**config.mk**
```make
export PLATFORM = sky130hd
export DESIGN_NAME = rst_seq_sync
export DESIGN_NICKNAME = d
export VERILOG_FILES = /design/src/rtl/rst_seq_pkg.sv /design/src/rtl/rst_req_sync.sv /design/src/rtl/rst_seq_sync.sv
export SDC_FILE = /design/constraint.sdc
export NUM_CORES = 1
export LEC_CHECK = 0
export ABC_AREA = 1
export CORE_MARGIN = 8
export CORE_UTILIZATION = 55
export DETAILED_ROUTE_END_ITERATION = 8
export GPL_ROUTABILITY_DRIVEN = 1
export PLACE_DENSITY = 0.88
export REMOVE_ABC_BUFFERS = 1
export SYNTH_ARGS = -nofsm -noshare
export SYNTH_HDL_FRONTEND = slang
export SYNTH_SLANG_ARGS = --single-unit
export TNS_END_PERCENT = 20
```
**constraint.sdc**
```tcl
create_clock -name clk_i -period 2.7 [get_ports clk_i]
set_input_delay 0.27 -clock clk_i [delete_from_list [all_inputs] [get_ports clk_i]]
set_output_delay 0.27 -clock clk_i [all_outputs]
set_load 0.01 [all_outputs]
```
**src/rtl/rst_seq_pkg.sv**
```systemverilog
// Shared types and width helpers for the multi-channel reset sequencer.
package rst_seq_pkg;

    typedef enum logic [1:0] {
        HOLD,
        GAP,
        DONE
    } state_e;

    // Counter must hold the larger of the two thresholds.
    function automatic int cnt_width(input int stretch_cyc, input int gap_cyc);
        int max_cyc;
        max_cyc = (stretch_cyc > gap_cyc) ? stretch_cyc : gap_cyc;
        return $clog2(max_cyc + 1);
    endfunction

endpackage

```
**src/rtl/rst_req_sync.sv**
```systemverilog
// One-bit synchroniser for an async active-low reset request; block reset
// forces the chain to the asserted (0) value.
module rst_req_sync #(
    parameter int SYNC_DEPTH = 2
) (
    input  logic clk_i,
    input  logic rst_i,
    input  logic req_rstn_i,
    output logic req_s_o
);

    logic [SYNC_DEPTH-1:0] sync_q;
    logic [SYNC_DEPTH-1:0] sync_d;

    always_comb begin
        sync_d = {sync_q[SYNC_DEPTH-2:0], req_rstn_i};
    end

    always_ff @(posedge clk_i) begin
        if (rst_i) begin
            sync_q <= '0;
        end else begin
            sync_q <= sync_d;
        end
    end

    assign req_s_o = sync_q[SYNC_DEPTH-1];

endmodule

```
**src/rtl/rst_seq_sync.sv**
```systemverilog
// Multi-channel reset synchroniser and ascending release sequencer; a request
// on channel j re-asserts j and all higher channels.
module rst_seq_sync
    import rst_seq_pkg::*;
#(
    parameter int NUM_CH      = 4,
    parameter int SYNC_DEPTH  = 2,
    parameter int STRETCH_CYC = 16,
    parameter int GAP_CYC     = 4
) (
    input  logic              clk_i,
    input  logic              rst_i,
    input  logic [NUM_CH-1:0] req_rstn_i,
    input  logic              sw_rst_i,
    output logic [NUM_CH-1:0] rstn_o,
    output logic              rst_done_o
);

    localparam int CNT_W = cnt_width(STRETCH_CYC, GAP_CYC);
    localparam int CUR_W = $clog2(NUM_CH + 1);

    localparam logic [CNT_W-1:0] STRETCH_LAST = CNT_W'(STRETCH_CYC - 1);
    localparam logic [CNT_W-1:0] GAP_LAST     = CNT_W'(GAP_CYC - 1);
    localparam logic [CUR_W-1:0] LAST_CH      = CUR_W'(NUM_CH - 1);
    localparam logic [CUR_W-1:0] ALL_CH       = CUR_W'(NUM_CH);

    logic [NUM_CH-1:0] req_s;

    generate
        for (genvar gi = 0; gi < NUM_CH; gi++) begin : g_sync
            rst_req_sync #(
                .SYNC_DEPTH(SYNC_DEPTH)
            ) u_sync (
                .clk_i     (clk_i),
                .rst_i     (rst_i),
                .req_rstn_i(req_rstn_i[gi]),
                .req_s_o   (req_s[gi])
            );
        end
    endgenerate

    state_e            state_q, state_d;
    logic [CUR_W-1:0]  cur_q, cur_d;
    logic [CNT_W-1:0]  cnt_q, cnt_d;
    logic [NUM_CH-1:0] rstn_q, rstn_d;
    logic              done_q, done_d;

    logic              req_hit;
    logic [CUR_W-1:0]  req_ch;
    logic [CNT_W-1:0]  thresh;

    // Lowest requesting channel wins; software reset acts as channel 0.
    always_comb begin
        req_hit = 1'b0;
        req_ch  = '0;
        if (sw_rst_i) begin
            req_hit = 1'b1;
        end else begin
            for (int k = NUM_CH - 1; k >= 0; k--) begin
                if (!req_s[k]) begin
                    req_hit = 1'b1;
                    req_ch  = CUR_W'(k);
                end
            end
        end
    end

    always_comb begin
        state_d = state_q;
        cur_d   = cur_q;
        cnt_d   = cnt_q;
        rstn_d  = rstn_q;
        done_d  = done_q;
        thresh  = (state_q == HOLD) ? STRETCH_LAST : GAP_LAST;

        if (req_hit) begin
            // Channels below the requester keep their current level.
            for (int m = 0; m < NUM_CH; m++) begin
                if (CUR_W'(m) >= req_ch) begin
                    rstn_d[m] = 1'b0;
                end
            end
            cur_d   = (req_ch < cur_q) ? req_ch : cur_q;
            cnt_d   = '0;
            done_d  = 1'b0;
            state_d = HOLD;
        end else begin
            case (state_q)
                HOLD, GAP: begin
                    if (cnt_q == thresh) begin
                        for (int m = 0; m < NUM_CH; m++) begin
                            if (CUR_W'(m) == cur_q) begin
                                rstn_d[m] = 1'b1;
                            end
                        end
                        cnt_d = '0;
                        if (cur_q == LAST_CH) begin
                            state_d = DONE;
                            cur_d   = ALL_CH;
                            done_d  = 1'b1;
                        end else begin
                            cur_d   = cur_q + CUR_W'(1);
                            state_d = GAP;
                        end
                    end else begin
                        cnt_d = cnt_q + CNT_W'(1);
                    end
                end
                default: begin
                    state_d = DONE;
                end
            endcase
        end
    end

    always_ff @(posedge clk_i) begin
        if (rst_i) begin
            state_q <= HOLD;
            cur_q   <= '0;
            cnt_q   <= '0;
            rstn_q  <= '0;
            done_q  <= 1'b0;
        end else begin
            state_q <= state_d;
            cur_q   <= cur_d;
            cnt_q   <= cnt_d;
            rstn_q  <= rstn_d;
            done_q  <= done_d;
        end
    end

    assign rstn_o     = rstn_q;
    assign rst_done_o = done_q;

endmodule

```
==> summary.md <==
| Metric | Value |
|---|---|
| Highest Clock Rate | `656 MHz` |
| Simple-gate area share of the yosys netlist | `0.271` |
| Clock buffer depth | `2` |
| Fillers | `170` |
| Clock slew seen by the registers of the worst setup and hold paths | `130 ps` |
| Final Max Slew Viols | `0` |
| Die X | `60.7 µm` |
| First DRT Iteration DRCs | `21` |
| Post-Synth Adder-Cell Area | `0.0798` |
| Worst path arrival time | `1750 ps` |
| Layout area overhead | `15.2%` |
| Max incr delay on CP | `440 ps` |
| Initial antenna violation count | `0` |
| Required @ worst endpoint | `2930 ps` |
| Ports | `12` |
| Flip-flop and latch area | `460 µm²` |
| Setup_tns | `0 ps` |
| Final min period | `1520 ps` |
| Router iterations before antenna repair | `4` |
| All-Layer GR Usage | `0.133` |
| CP Class | `input pin to register` |
| Final period utilization | `0.565` |
| Ant. Diodes | `0` |
| Largest net degree at the start of global routing | `14` |
| Post-synthesis compound-gate area fraction | `0.0912` |
| Worst Setup Start Kind | `input pin` |
| Vias/cell | `4.81` |
| Hold Violations, Final | `0` |
| RSZ-0062 raised after global routing | `no` |
| Nets@finish | `174` |
| First-pass GRT wire length | `3660 µm` |
| Sequential area share after synthesis | `0.420` |
| Core box area | `1920 µm²` |
| Tightest Hold Check Type | `register to register` |
| Synth top area cells | `dfxtp_1, inv_1, nor2_1` |
| Netlist area before placement | `1100 µm²` |
| Total number of vias | `895` |
| Gate Count Post-Synth | `145` |
| Initial Util | `0.571` |
| Grt ovf | `0` |
| Most frequent cells in the layout | `inv_1, nor2_1, dfxtp_1, nand2_1, clkdlybuf4s50_1` |
| Post-synthesis mux area share | `0` |
| CTS Buf Count | `3` |
| Met2 usage | `0.226` |
| Met3 usage | `0.0339` |
| Leakage | `0.532 nW` |
| CP Capture Type | `register` |
| Layout Skew | `5.12 ps` |
| Post-Synth XOR/XNOR Area | `0.0239` |
| Pwr Density | `533 nW/µm²` |
| GRT Max-Usage Layer | `met2` |
| # setup viols final | `0` |
| DIE HEIGHT | `60.7 µm` |
| Synth Register Bits | `23` |
| Area after DPL | `1240 µm²` |
| Max IR drop VDD | `0.000354 V` |
| Most used cell, CP | `nand2_1` |
| Status | `completed` |
| Vias in the first global route | `871` |
| Main combinational cell family by area after synthesis | `simple AND/OR/NAND/NOR gates` |
| Routability cong. | `0.917` |
| Die Area | `3680 µm²` |
| Most area-hungry cell type in the Yosys netlist | `dfxtp_1` |
| Row count | `16` |
| Worst-Skew Late Latency | `320 ps` |
| Yosys cell types | `23` |
| Average cell area after synthesis | `7.57 µm²` |
| Ratio of cells with drive above 1 in the final layout | `0.138` |
| Area share of the largest cell type after synthesis | `0.420` |
| Synth Warn # | `0` |
| Met1 Use GR | `0.149` |
| Finished Cell Area | `1260 µm²` |
| Avg WL per Cell | `11.4 µm` |
| Post-route ant nets | `0` |
| Critical-path maximum fanout | `5` |
| Sink Count | `23` |
| Critical path, cell by cell | `clkdlybuf4s50_1, nor2_4, nand2_2, nor2_1, ha_1, nand2_1, nand2_1, nand2_2, nand3_1, nand2_1, nor2_1` |
| Crit path buffers/inverters | `1` |
| Slew at the pin with the worst max-slew slack | `277 ps` |
| Root buf cell | `clkbuf_4` |
| Post-CTS sizing | `0` |
| Multi-input gate area | `512 µm²` |
| Post-Route WL | `2110 µm` |
| Max-cap viol count | `0` |
| CTS tree | `done` |
| # Post-CTS Setup Buffers | `0` |
| Slowest-stage cell, CP | `clkdlybuf4s50_1` |
| Port Buffer Count | `11` |
| H-tree levels | `1` |
| Hold buffer count at cts | `0` |
| Post-DP HPWL | `1620 µm` |
| Hold Slack | `415 ps` |
| Max-slew headroom | `0.815` |
| Worst path top cell family by delay | `simple AND/OR/NAND/NOR gates` |
| Remaining DRCs | `0` |
| Leading cell type in the layout, fill and taps excluded | `inv_1` |
-- layout make-up --
type                            count  area share
Clock buffer                        3      0.0178
Sequential cell                    23       0.364
Inverter                           32      0.0950
Timing Repair Buffer               11      0.0871
Multi-Input combinational cell     89       0.405
Clock inverter                      1     0.00396
Tap cell                           27      0.0267
-- report_power, final --
part           switching (mW)  leakage, nW  internal (mW)
Sequential             0.0194        0.187          0.356
Clock                   0.109       0.0177         0.0555
Combinational          0.0803        0.327         0.0539
-- metrics by stage --
stage,utilization,power (mW),setup WS [ps],instances
2_1_floorplan,-,0.474,1390,144
3_3_place_gp,0.643,0.498,925,182
3_5_place_dp,0.643,0.512,818,182
4_1_cts,0.658,0.673,1170,186
5_1_grt,0.658,0.715,1050,186
6_report,0.658,0.673,1180,186
-- routing by layer --
layer,vias up,share of wire
met3,7,0.042
li1,466,-
met5,-,0
met4,0,0.021
met1,397,0.44
met2,25,0.49
-- state kept, by name, summed over array words and instances, names as in the netlist --
register and flops:
rstn_o 4, g_sync.u_sync.sync_q 8, cur_q 3, cnt_q 5, state_q 2, rst_done_o 1
-- worst register-to-register path, cell delays in order (launching register included) --
cell and delay [ps]:
dfxtp_1 370, nand2_2 130, inv_1 70, nor2_1 150, ha_1 250, nand2_1 70
nand2_1 50, nand2_2 100, nand3_1 90, nand2_1 80, nor2_1 40
-- synth_stat cells --
master,instances
nand4_2,1
o22ai_2,1
inv_2,4
ha_1,7
nand2_1,19
inv_1,28
o21ai_0,2
nand2_2,6
nor2_4,2
nor2_1,25
nand3_1,8
a21oi_1,7
nor3_1,2
a21boi_0,1
buf_2,1
o21ai_1,1
xor2_1,2
dfxtp_1,23
nand3_2,1
xnor2_1,1
a21oi_2,1
a211oi_2,1
o21ai_2,1
-- cell families after synthesis --
logic type,after synthesis
flops,23
buf+inv,33
simple gates,64
fa+ha+maj,7
compound gates,15
xor+xnor,3
-- path summary, 6_finish.rpt --
path,depth (start not counted),end,from,slack [ps]
hold / removal,2,g_sync[1].u_sync.sync_q[1],g_sync[1].u_sync.sync_q[0],420
hold reg to reg,2,g_sync[1].u_sync.sync_q[1],g_sync[1].u_sync.sync_q[0],420
setup / recovery,11,cur_q[1],sw_rst_i,1180
setup reg to reg,10,cur_q[1],g_sync[2].u_sync.sync_q[1],1200
Note: power is estimated with default switching activity, not from simulation.
